File: src/rtl/data_mem_arbiter.sv
// Round-robin share of one single-port data RAM among CORES cores; combinational grant, read data one cycle after grant.
// No backpressure: a core holds its request until granted, and every read grant yields exactly one rvalid pulse.
module data_mem_arbiter #(
    parameter int CORES      = 4,
    parameter int WIDTH      = 12,
    parameter int ADDR_WIDTH = 12
) (
    input  logic                        clk,
    input  logic                        rstN,
    input  logic [CORES-1:0]            req,
    input  logic [CORES-1:0]            we,
    input  logic [CORES*ADDR_WIDTH-1:0] core_addr,
    input  logic [CORES*WIDTH-1:0]      core_wdata,
    input  logic [CORES-1:0]            core_done,
    output logic [CORES-1:0]            gnt,
    output logic [CORES-1:0]            rvalid,
    output logic [WIDTH-1:0]            rdata,
    output logic                        mem_wrEn,
    output logic [ADDR_WIDTH-1:0]       mem_addr,
    output logic [WIDTH-1:0]            mem_dataIn,
    input  logic [WIDTH-1:0]            mem_dataOut,
    output logic                        processDone
);

    localparam int PW = (CORES > 1) ? $clog2(CORES) : 1;

    logic [PW-1:0]         rr_ptr;
    logic [PW-1:0]         winner;
    logic                  found;
    logic [ADDR_WIDTH-1:0] last_addr;
    logic [ADDR_WIDTH-1:0] sel_addr;
    logic [WIDTH-1:0]      sel_wdata;

    // Rotating priority search starting at rr_ptr; reset forces no winner.
    always_comb begin
        int idx;
        found  = 1'b0;
        winner = '0;
        idx    = 0;
        for (int i = 0; i < CORES; i++) begin
            idx = int'(rr_ptr) + i;
            if (idx >= CORES) begin
                idx = idx - CORES;
            end
            if (rstN && !found && req[PW'(idx)]) begin
                found  = 1'b1;
                winner = PW'(idx);
            end
        end
    end

    always_comb begin
        gnt = '0;
        if (found) begin
            gnt[winner] = 1'b1;
        end
    end

    assign sel_addr  = core_addr[int'(winner)*ADDR_WIDTH +: ADDR_WIDTH];
    assign sel_wdata = core_wdata[int'(winner)*WIDTH +: WIDTH];

    // Idle cycles re-present the previous address so the RAM output stays stable.
    assign mem_addr   = found ? sel_addr : last_addr;
    assign mem_dataIn = found ? sel_wdata : '0;
    assign mem_wrEn   = found & we[winner];
    assign rdata      = mem_dataOut;

    always_ff @(posedge clk or negedge rstN) begin
        if (!rstN) begin
            rr_ptr      <= '0;
            rvalid      <= '0;
            last_addr   <= '0;
            processDone <= 1'b0;
        end else begin
            if (found) begin
                rr_ptr <= (int'(winner) == CORES - 1) ? '0 : winner + 1'b1;
            end
            rvalid      <= (found && !we[winner]) ? gnt : '0;
            last_addr   <= mem_addr;
            processDone <= &core_done;
        end
    end

    gnt_onehot: assert property (@(posedge clk) disable iff (!rstN) $onehot0(gnt));

endmodule

File: config.mk
export PLATFORM = sky130hd
export DESIGN_NAME = data_mem_arbiter
export DESIGN_NICKNAME = d
export VERILOG_FILES = /design/src/rtl/data_mem_arbiter.sv
export SDC_FILE = /design/constraint.sdc
export NUM_CORES = 1
export LEC_CHECK = 0
export ABC_AREA = 1
export CAP_MARGIN = 30
export CORE_MARGIN = 1
export CORE_UTILIZATION = 39
export CTS_CLUSTER_DIAMETER = 120
export DETAILED_ROUTE_END_ITERATION = 6
export GPL_ROUTABILITY_DRIVEN = 0
export PLACE_DENSITY = 0.87
export SYNTH_ARGS = -nofsm -noshare
export SYNTH_HDL_FRONTEND = slang
export SYNTH_SLANG_ARGS = --single-unit
export TNS_END_PERCENT = 100
File: constraint.sdc
create_clock -name clk -period 4.4 [get_ports clk]
set_clock_uncertainty 0.1 [all_clocks]
set_input_delay 0.66 -clock clk [delete_from_list [all_inputs] [get_ports clk]]
set_output_delay 0.66 -clock clk [all_outputs]
set_load 0.02 [all_outputs]
---- Yosys cells after proc, flatten, opt, wreduce, memory -nomap -nowiden ----
Cells that the tools add are included.
operators by class
  add/subtract/negate cells ............... 8
  multipliers ............................. 1
  divide/modulo/power cells ............... 0
  magnitude comparators ................... 10
  equal/unequal tests ..................... 1
  shifts and indexed selects .............. 2
  multiplexer cells ....................... 33
  bitwise gates (word level) .............. 1
  reductions and logical operators ........ 14
operator list
  operator             count
  $shiftx 48x32->12    1
  $shiftx 48x7->12     1
  $mux 12              2
  $mux 2               9
  $lt 2x4->1 const B   4
  $mux 1               14
  $bmux 1 s2           5
  $ge 3x3->1 const B   3
  $logic_and 1x1->1    9
  $mux 4               2
  $sub 2x1->2 const B  4
  $add 2x2->3 const B  2
  $logic_not 1->1      4
  $mul 2x2->4 const B  1
  $reduce_and 4->1     1
  $add 2x1->3 const B  1
  $ge 2x3->1 const B   1
  $lt 2x3->1 const B   1
  $add 2x1->2 const B  1
  $demux 1 s2          1
  $eq 2x1->1 const B   1
  $ge 2x1->1 const B   1
  $and 1x1->1          1
word-level totals
  flip-flop bits (word level) ............. 19
  latch bits .............................. 0
  RAM bits ................................ 0
  bits in read-only memories .............. 0
  input port bits ......................... 122
  output and inout bits ................... 46
  logic and storage cells ................. 74
  memories kept ........................... 0

---- Longest topological paths before layout ----
Gate-level depths: netlist of run 1.
  word-level depth ........................ 25
  mapped depth ............................ 17
  gate-level depth less buffers ........... 15

---- Least setup slack after synthesis of run 1 ----
No wires, ideal clock.
  kind .................................... input to output
  start ................................... input req[0]
  end ..................................... output mem_dataIn[10]
  arrival ................................. 2.078 ns
  data required time ...................... 3.640 ns
  slack ................................... 1.562 ns
  stages .................................. 14
  buffers on the path ..................... 1
  cell sequence ........................... inv_1 -> nand2_1 -> nand2_1 -> nand2_1 -> nand2_4 -> nor2_4 -> nor2_4 -> nand2_1 -> nand2_1 -> nand2_2 -> buf_2 -> nand2_1 -> nand3_1 -> a21oi_1
between the ends
  word-level cells in the longest chain between the ends .. 20
  elaborated cells on any way between the ends .. 33
  those cells by class .................... mul (1); shift (1); mux (21); reduce/logical (10)
RTL lines
  what                                       line  RTL
  start: declaration                         10    input logic [CORES-1:0] req,
  $bmux 1 s2                                 45    if (rstN && !found && req[PW'(idx)]) begin
  $mux 1 (implied by the code) (2 in a row)  45
  $logic_and 1x1->1                          45
  $mux 1                                     45
  $logic_not 1->1                            45
  $logic_and 1x1->1 (2 in a row)             45
  $mux 1                                     45
  $logic_not 1->1                            45
  $logic_and 1x1->1 (2 in a row)             45
  $mux 1                                     45
  $logic_not 1->1                            45
  $logic_and 1x1->1 (2 in a row)             45
  $mux 2                                     45
  $mul 2x2->4                                60    assign sel_wdata = core_wdata[int'(winner)*WIDTH +: WIDTH];
  $shiftx 48x7->12                           60
  $mux 12 (*)                                64    assign mem_dataIn = found ? sel_wdata : '0;
  end: declaration                           20    output logic [WIDTH-1:0] mem_dataIn,
Mark *: on every way between the ends. The rest lies on a longest branch, timed or not. The select of a mux whose other input is x is not followed.

---- Worst setup path after layout of run 1 ----
  start ................................... input req[0]
  end ..................................... output mem_addr[6]
between the ends
  word-level cells in the longest chain between the ends .. 20
  elaborated cells on any way between the ends .. 33
  those cells by class .................... mul (1); shift (1); mux (21); reduce/logical (10)
RTL lines
  what                                       line  RTL
  $bmux 1 s2                                 45
  $mux 1 (implied by the code) (2 in a row)  45
  $logic_and 1x1->1                          45
  $mux 1                                     45
  $logic_not 1->1                            45
  $logic_and 1x1->1 (2 in a row)             45
  $mux 1                                     45
  $logic_not 1->1                            45
  $logic_and 1x1->1 (2 in a row)             45
  $mux 1                                     45
  $logic_not 1->1                            45
  $logic_and 1x1->1 (2 in a row)             45
  $mux 2                                     45
  $mul 2x2->4                                59    assign sel_addr = core_addr[int'(winner)*ADDR_WIDTH +: ADDR_WIDTH];
  $shiftx 48x32->12                          59
  $mux 12 (*)                                63    assign mem_addr = found ? sel_addr : last_addr;
  end: declaration                           19    output logic [ADDR_WIDTH-1:0] mem_addr,
Marks and branches as above.

==> summary.txt, run 1 <==
Drt
  • Vias per cell: 4.81
  • Post-DRT Antenna Nets: 0
  • Initial DRC Count: 111
  • 1st-pass router iterations: 4
  • DRC errors left: 0
  • Wire per inst: 12.0 um
  • WL final: 7720 um
  • Via Count: 3084

Global routing
  • Busiest grt layer: met2
  • Met2 usage: 41.9%
  • GR Overflow Total: 0
  • GR Layer Usage met1: 26.1%
  • Met3 usage in global routing: 4.11%
  • First-pass GRT wire length: 11900 um
  • Vias in the first global route: ~2700
  • Largest net degree at the start of global routing: 37
  • GRT Total Usage: 22.8%
  • Initial antenna violation count: 0

STA
  • Slew @ Worst Pin: 0.455 ns
  • FMAX: around 240 MHz
  • Fin Setup TNS: 0 ns
  • Fin. max-slew vios: 0
  • Worst slew margin: 69.6%
  • Tmin final: 4.11 ns
  • Final setup viols: 0
  • Final hold violation count: 0
  • RSZ-0062 raised after global routing: false
  • Period utilization: 93.3%

Synth
  • Largest family of logic cells by synthesized area: simple AND/OR/NAND/NOR gates
  • Yosys warning count: 0
  • Top_reg_cell synth: dfrtp_1
  • FFs w/ async S/R, synth: 100%
  • Post-Synth Adder-Cell Area: 0.505%
  • Mapped cell area: 2480 um2
  • Ranking of synthesized cells by area: nand2_1 23%, dfrtp_1 19%, nand3_1 17%
  • Top cell type's share of synthesized area: 23.2%
  • Synth Area in XOR/XNOR: 0%
  • Post-Syn Instances: 445
  • Post-synthesis mux area share: 0%
  • Count leader, synth: nand2_1
  • EDFF count, synth: 0
  • Net count after synthesis: 568
  • Seq cells post-synth: 19
  • Compound-Gate Fraction of Synth Area: 3.53%
  • Syn Area/Cell: 5.57 um2
  • Post-synth top area cell: nand2_1
  • Synth cell types: 25
  • Synth top cells by count: 153 x nand2_1, 96 x inv_1, 86 x nand3_1
  • Fraction of the mapped netlist area in simple logic gates: a little over half
  • Sequential cell area fraction in the yosys report: 19.2%

Clock network
  • Post-CTS sizing: 0
  • Root Driver: clkbuf_8
  • CTS Buf Count: 3
  • CTS tree: yes
  • Reg clk slew, reported paths: approximately 0.070 ns
  • H-Tree Depth: 1
  • Postcts setup bufs: 0
  • Total clock sinks: 19
  • Hold buffers post-CTS: 0
  • Clk buf depth: 2
  • Clock latency on the worst-skew pair: 0.26 ns

Worst setup path
  • Crit end category: output port
  • Worst r2r src: rr_ptr[0]$_DFFE_PN0N_
  • Worst-path maximum fanout: 28
  • Critical path's top delay family: simple AND/OR/NAND/NOR gates
  • Startpoint Class: input port
  • Kind of critical path: input port to output port
  • CP max-delay cell: clkdlybuf4s50_1
  • Crit. Startpoint: req[0]
  • Critical path data required time: 3.64 ns
  • Cell mode on critical path: nand2_1
  • CP peak stage delay: 0.62 ns
  • CP bufs+invs: 4
  • Critical Path AT: 3.35 ns
  • Critical-path cell list: clkdlybuf4s50_1 > inv_1 > nand2_1 > nand2_1 > nand2_1 > nand2_4 > nand3_1 > inv_1 > nand3_1 > nand2_2 > nor2_8 > nand3_1 > nand2_1 > nand2_1 > nand2_1 > clkdlybuf4s50_1

Finish
  • Multi-input gate area: 1400 um2
  • Area grow syn2layout: 57.3%
  • Final-stage net count: a little under 700
  • Layout cells sized above 1: 6.36%
  • Diodes inserted: 0
  • Register area: 475 um2
  • Fillers: ~540

Power
  • Tot Pwr: 3.40 mW
  • Comb pwr share: 87.4%
  • Clock share of power: 3.7%
  • Sw power: 1.87 mW
  • P per Cell Area: 873 nW/um2
  • Leakage: 2.13 nW
  • Register share of total power: 8.9%
  • Net switching share of the total power: 55.1%
  • Peak VDD IR: roughly 0.57 mV
  • Cell Int Power: 1.53 mW

Floorplanning
  • Die area: 6680 um2
  • Die H: roughly 82 um
  • I/O Pins: 168
  • Core area: 6030 um2
  • Die extent in x: 81.7 um
  • Rows: 28
  • Initial Util: 41.2%

Status
  • Status: finished, final reports clean

Worst hold path
  • HP Start: last_addr[5]$_DFF_PN0_
  • Hold Crit Class: register to register

Placed design
  • IO buf count: 143
  • Final HPWL from detailed placement: between 6000 and 7000 um

Flow run
  • MaxCap Viol Count: 0
worst min-delay path, delay by kind of cell, from the launching register on:
family	cells	cell delay, ns
flops	1	0.33
simple gates	2	0.12
power by group through the flow:
stage	clock network (mW)	logic [mW]	registers (mW)
detailed placement	0	2.97	0.307
global placement	0	2.93	0.304
finish	0.125	2.98	0.303
floorplan	0	1.96	0.301
CTS	0.129	2.99	0.304
global route	0.141	3.25	0.311
path summary, 6_finish.rpt:
path / slack [ns] / to / cells past startpoint
worst max-delay path: 0.29 / mem_addr[6] / 16
worst min-delay path: 0.39 / last_addr[5]$_DFF_PN0_ / 2
worst max register to register: 1.81 / rr_ptr[1]$_DFFE_PN0N_ / 13
worst min register to register: 0.39 / last_addr[5]$_DFF_PN0_ / 2
max in group asynchronous: 3.02 / last_addr[7]$_DFF_PN0_ / 2
min in group asynchronous: 0.61 / rvalid[3]$_DFF_PN0_ / 1
layout by cell type (no fill, tap or decap), types with 2 or more instances in the layout:
master	instances
clkdlybuf4s50_1	143
nor2_4	2
nand2_2	10
nand2_1	153
nor2_1	5
inv_1	96
inv_2	3
nand3b_1	12
nand2_4	2
dfrtp_1	19
nand3_2	3
buf_12	2
buf_4	5
nand3_1	86
clkbuf_8	3
a21oi_1	13
state kept, by name, summed over array words and instances, names as in the netlist:
register	flops
last_addr	12
rr_ptr	2
processDone	1
rvalid	4
layout make-up:
class,instances,area share (%)
flip-flops and latches,19,12.2
well taps,75,2.41
multi-input cells,293,35.8
inverters,100,9.69
clock buffers,3,1.06
clock inverters,1,0.192
repair buffers,150,38.7
routing by layer:
| layer | vias to the layer above | wire (um) |
|---|---|---|
| li1 | 1568 | - |
| met1 | 1363 | 3080 |
| met2 | 137 | 3940 |
| met3 | 16 | 551 |
| met4 | 0 | 141 |
| met5 | - | 0 |
stage by stage:
stage	hold slack, ns	util, %	setup WS (ns)	cell area [um2]	std cells
floorplan	0.264	-	1.56	2480	445
global placement	0.361	63.9	0.371	3850	637
detailed placement	0.369	63.9	0.321	3850	637
CTS	0.385	64.7	0.304	3900	641
global route	0.407	64.7	0.0563	3900	641
finish	0.388	64.7	0.294	3900	641
cell families (layout without fill, tap and decap cells):
group	count (synthesis)	after routing
fa+ha+maj	1	1
flops	19	19
compound gates	16	16
buf+inv	133	254
simple gates	276	276
Power figures use the tool's default switching activity.
==> inputs of run 2 (changes only) <==
--- a/config.mk
+++ b/config.mk
@@ -5,14 +5,14 @@
 export SDC_FILE = /design/constraint.sdc
 export NUM_CORES = 1
 export LEC_CHECK = 0
-export ABC_AREA = 1
 export CAP_MARGIN = 30
 export CORE_MARGIN = 1
-export CORE_UTILIZATION = 39
+export CORE_UTILIZATION = 30
 export CTS_CLUSTER_DIAMETER = 120
 export DETAILED_ROUTE_END_ITERATION = 6
 export GPL_ROUTABILITY_DRIVEN = 0
-export PLACE_DENSITY = 0.87
+export PLACE_DENSITY = 0.83
+export REMOVE_ABC_BUFFERS = 1
 export SYNTH_ARGS = -nofsm -noshare
 export SYNTH_HDL_FRONTEND = slang
 export SYNTH_SLANG_ARGS = --single-unit
==> constraint.sdc (replaced) <==
create_clock -name clk -period 4.5 [get_ports clk]
set_clock_uncertainty 0.1 [all_clocks]
set_input_delay 0.675 -clock clk [delete_from_list [all_inputs] [get_ports clk]]
set_output_delay 0.675 -clock clk [all_outputs]
set_load 0.02 [all_outputs]
==> run 2 against run 1 <==
Synthesized cell count fell by 65%. Clock-buffer cell count grew 1. Synthesized area shrank 33%. Die area fell by 13%. Critical path depth fell by 8. Final cell count shrank 44%. Global-route usage fell by 4.4 points. Largest power group unchanged. Combinational power down 83%. Power shrank 75%. Flip-flop and latch count did not move. Core utilization shrank 4.8 points. Critical endpoint is now mem_dataIn[6]. Via count is 42% lower.
==> summary.txt, run 2 <==
Status
  • Status: finished, final reports clean

Drt
  • DRC errors left: 0 (unchanged)
  • WL final: 5410 um (-30%)
  • 1st-pass router iterations: 4 (unchanged)
  • Via Count: 1803 (-42%)
  • Post-DRT Antenna Nets: 0 (unchanged)
  • Initial DRC Count: 34 (-69%)
  • Vias per cell: 5.06 (+5.3%)
  • Wire per inst: 15.2 um (+26%)

Synth
  • Ranking of synthesized cells by area: dfrtp_1 29%, mux4_2 15%, mux2i_1 14%
  • Seq cells post-synth: 19 (unchanged)
  • Post-Syn Instances: 155 (-65%)
  • Mapped cell area: 1660 um2 (-33%)
  • Sequential cell area fraction in the yosys report: 28.7% (+9.5 points)
  • Synth cell types: 33 (+32%)
  • Post-synth top area cell: dfrtp_1
  • Synth top cells by count: 24 x mux2i_1, 19 x dfrtp_1, 15 x nand2_1
  • FFs w/ async S/R, synth: 100% (unchanged)
  • EDFF count, synth: 0 (unchanged)
  • Syn Area/Cell: 10.7 um2 (+92%)
  • Count leader, synth: mux2i_1
  • Top_reg_cell synth: dfrtp_1
  • Yosys warning count: 0 (unchanged)
  • Top cell type's share of synthesized area: 28.7% (+5.5 points)

Finish
  • Largest register FFs: 12 (unchanged)
  • Largest Register: last_addr
  • Area grow syn2layout: 88.1%
  • Layout Cells excl Fill: 356 (-44%)
  • Multi-input gate area: 1010 um2 (-28%)
  • Diodes inserted: 0 (unchanged)
  • Fillers: 460 (-14%)
  • Commonest non-fill, non-tap cell in the layout: clkdlybuf4s50_1
  • Largest registers: last_addr (12), rvalid (4), rr_ptr (2)
  • Register area: 475 um2 (unchanged)
  • Final-stage net count: 410 (-41%)
  • Layout cells sized above 1: 9.09% (+2.7 points)
  • Most frequent cells in the layout: 143 x clkdlybuf4s50_1, 24 x mux2i_1, 19 x dfrtp_1

Clock network
  • CTS Buf Count: 3 (unchanged)
  • H-Tree Depth: 1 (unchanged)
  • Root Driver: clkbuf_8
  • Reg clk slew, reported paths: 0.07 ns (about the same)
  • Total clock sinks: 19 (unchanged)
  • CTS tree: yes
  • Clock latency on the worst-skew pair: 0.25 ns (about the same)
  • Hold buffers post-CTS: 0 (unchanged)
  • Post-CTS sizing: 0 (unchanged)
  • Clk buf depth: 2 (unchanged)
  • Postcts setup bufs: 0 (unchanged)

Worst setup path
  • Kind of critical path: input port to output port
  • Crit end category: output port
  • Startpoint Class: input port
  • Critical path data required time: 3.72 ns (+0.08 ns)
  • Critical Path AT: 3.52 ns (+0.17 ns)
  • Worst-path maximum fanout: 14 (-50%)

Global routing
  • Vias in the first global route: 1852 (-33%)
  • GRT Total Usage: 18.4% (-4.4 points)
  • Initial antenna violation count: 0 (unchanged)
  • Largest net degree at the start of global routing: 21 (-43%)
  • GR Overflow Total: 0 (unchanged)
  • First-pass GRT wire length: 8490 um (-29%)

STA
  • Slew @ Worst Pin: 0.572 ns (+0.117 ns)
  • RSZ-0062 raised after global routing: false
  • Worst slew margin: 61.7% (-7.9 points)
  • FMAX: 233 MHz
  • Fin. max-slew vios: 0 (unchanged)
  • Period utilization: a little over nine tenths
  • Tmin final: 4.30 ns
  • Final setup viols: 0 (unchanged)
  • Fin Setup TNS: 0 ns (unchanged)
  • Final hold violation count: 0 (unchanged)
  • Setup WS post-layout: 0.205 ns (-0.0894 ns)

Floorplanning
  • Die area: 5830 um2 (-13%)
  • Die extent in x: 76.3 um (-6.6%)
  • I/O Pins: 168 (unchanged)
  • Core area: 5200 um2 (-14%)
  • Die H: 76.3 um (-6.6%)
  • Rows: 26 (-7.1%)
  • Initial Util: 31.9% (-9.3 points)

Flow run
  • MaxCap Viol Count: 0 (unchanged)

Worst hold path
  • Hold Crit Class: register to register

Placed design
  • Placed insts: 352 (-45%)
  • Final HPWL from detailed placement: 4530 um (-25%)
  • IO buf count: 143 (unchanged)
  • Setup slack at placement: 0.174 ns (-0.146 ns)

Power
  • Peak VDD IR: 0.136 mV (-76%)
  • P per Cell Area: 273 nW/um2 (-69%)
  • Leakage: 1.31 nW (-38%)
  • Tot Pwr: 0.850 mW (-75%)
-- run 2: cell count changes after synthesis, moves of 10 or more --
cell,change
a21oi_1,-11
and2_1,+14
buf_2,-11
inv_1,-91
mux2i_1,+24
mux4_2,+11
nand2_1,-138
nand2_2,-10
nand3_1,-85
nand3b_1,-11
o221ai_1,+12
-- run 2: path summary, 6_finish.rpt --
| check | from | end | slack, ns | cells past startpoint |
|---|---|---|---|---|
| max | req[2] | mem_dataIn[6] | 0.20 | 8 |
| min | last_addr[8]$_DFF_PN0_ | last_addr[8]$_DFF_PN0_ | 0.39 | 2 |
| max reg2reg | rr_ptr[1]$_DFFE_PN0N_ | rvalid[3]$_DFF_PN0_ | 2.19 | 6 |
| min reg2reg | last_addr[8]$_DFF_PN0_ | last_addr[8]$_DFF_PN0_ | 0.39 | 2 |
| max in group asynchronous | rstN | rvalid[2]$_DFF_PN0_ | 3.41 | 2 |
| min in group asynchronous | rstN | last_addr[10]$_DFF_PN0_ | 0.68 | 2 |
-- run 2: final cells by class --
cell class              instances  share of cell area (%)
well taps                      70                    2.81
inverters                       6                   0.722
flip-flops and latches         19                    15.2
clock buffers                   4                    1.44
repair buffers                149                    47.4
multi-input cells             108                    32.4
-- run 2: stage by stage --
step / instance area [um2] / hold WS [ns] / utilization [%]
after detailed placement: 3070 / 0.373 / 59.0
after global routing: 3120 / 0.418 / 59.9
after CTS: 3120 / 0.395 / 59.9
after floorplan: 1500 / 0.279 / -
after global placement: 3070 / 0.367 / 59.0
final: 3120 / 0.390 / 59.9
-- run 2: cell families (layout without fill, tap and decap cells) --
group,Yosys count,in the layout,synth area share [%]
AO/OA/AOI/OAI,22,22,11.2
adder cells (fa/ha/maj),1,1,0.755
buffers and inverters,28,159,10.9
AND/OR/NAND/NOR,48,48,15.8
multiplexers,37,37,32.6
flip-flops,19,19,28.7
-- run 2: where the power goes --
group	switching [mW]	internal (mW)	total, mW
Sequential	0.0147	0.207	0.221
Combinational	0.226	0.286	0.512
Clock	0.0537	0.0628	0.117
Total	0.295	0.556	0.850
-- run 2: per-layer routing --
layer  up-vias  GRT usage (%)  share of wire [%]
met1       834           19.2                 37
met3         4           5.87                 11
li1        838              -                  -
met2       127           34.8                 52
met5         -              0                  0
met4         0           5.19               0.72
-- run 2: worst max-delay path, stage by stage --
cell	delay, ns
clkdlybuf4s50_1	0.57
a21bo_2	0.16
a21oi_1	0.09
o211ai_4	0.51
buf_4	0.31
mux4_2	0.51
and2_1	0.16
clkdlybuf4s50_1	0.53
==> inputs of run 3 (changes only) <==
--- a/config.mk
+++ b/config.mk
@@ -13,6 +13,7 @@
 export GPL_ROUTABILITY_DRIVEN = 0
 export PLACE_DENSITY = 0.83
 export REMOVE_ABC_BUFFERS = 1
+export SLEW_MARGIN = 0
 export SYNTH_ARGS = -nofsm -noshare
 export SYNTH_HDL_FRONTEND = slang
 export SYNTH_SLANG_ARGS = --single-unit
==> results of run 3 <==
The final DEF is identical to that of run 2; final timing and power are the same.
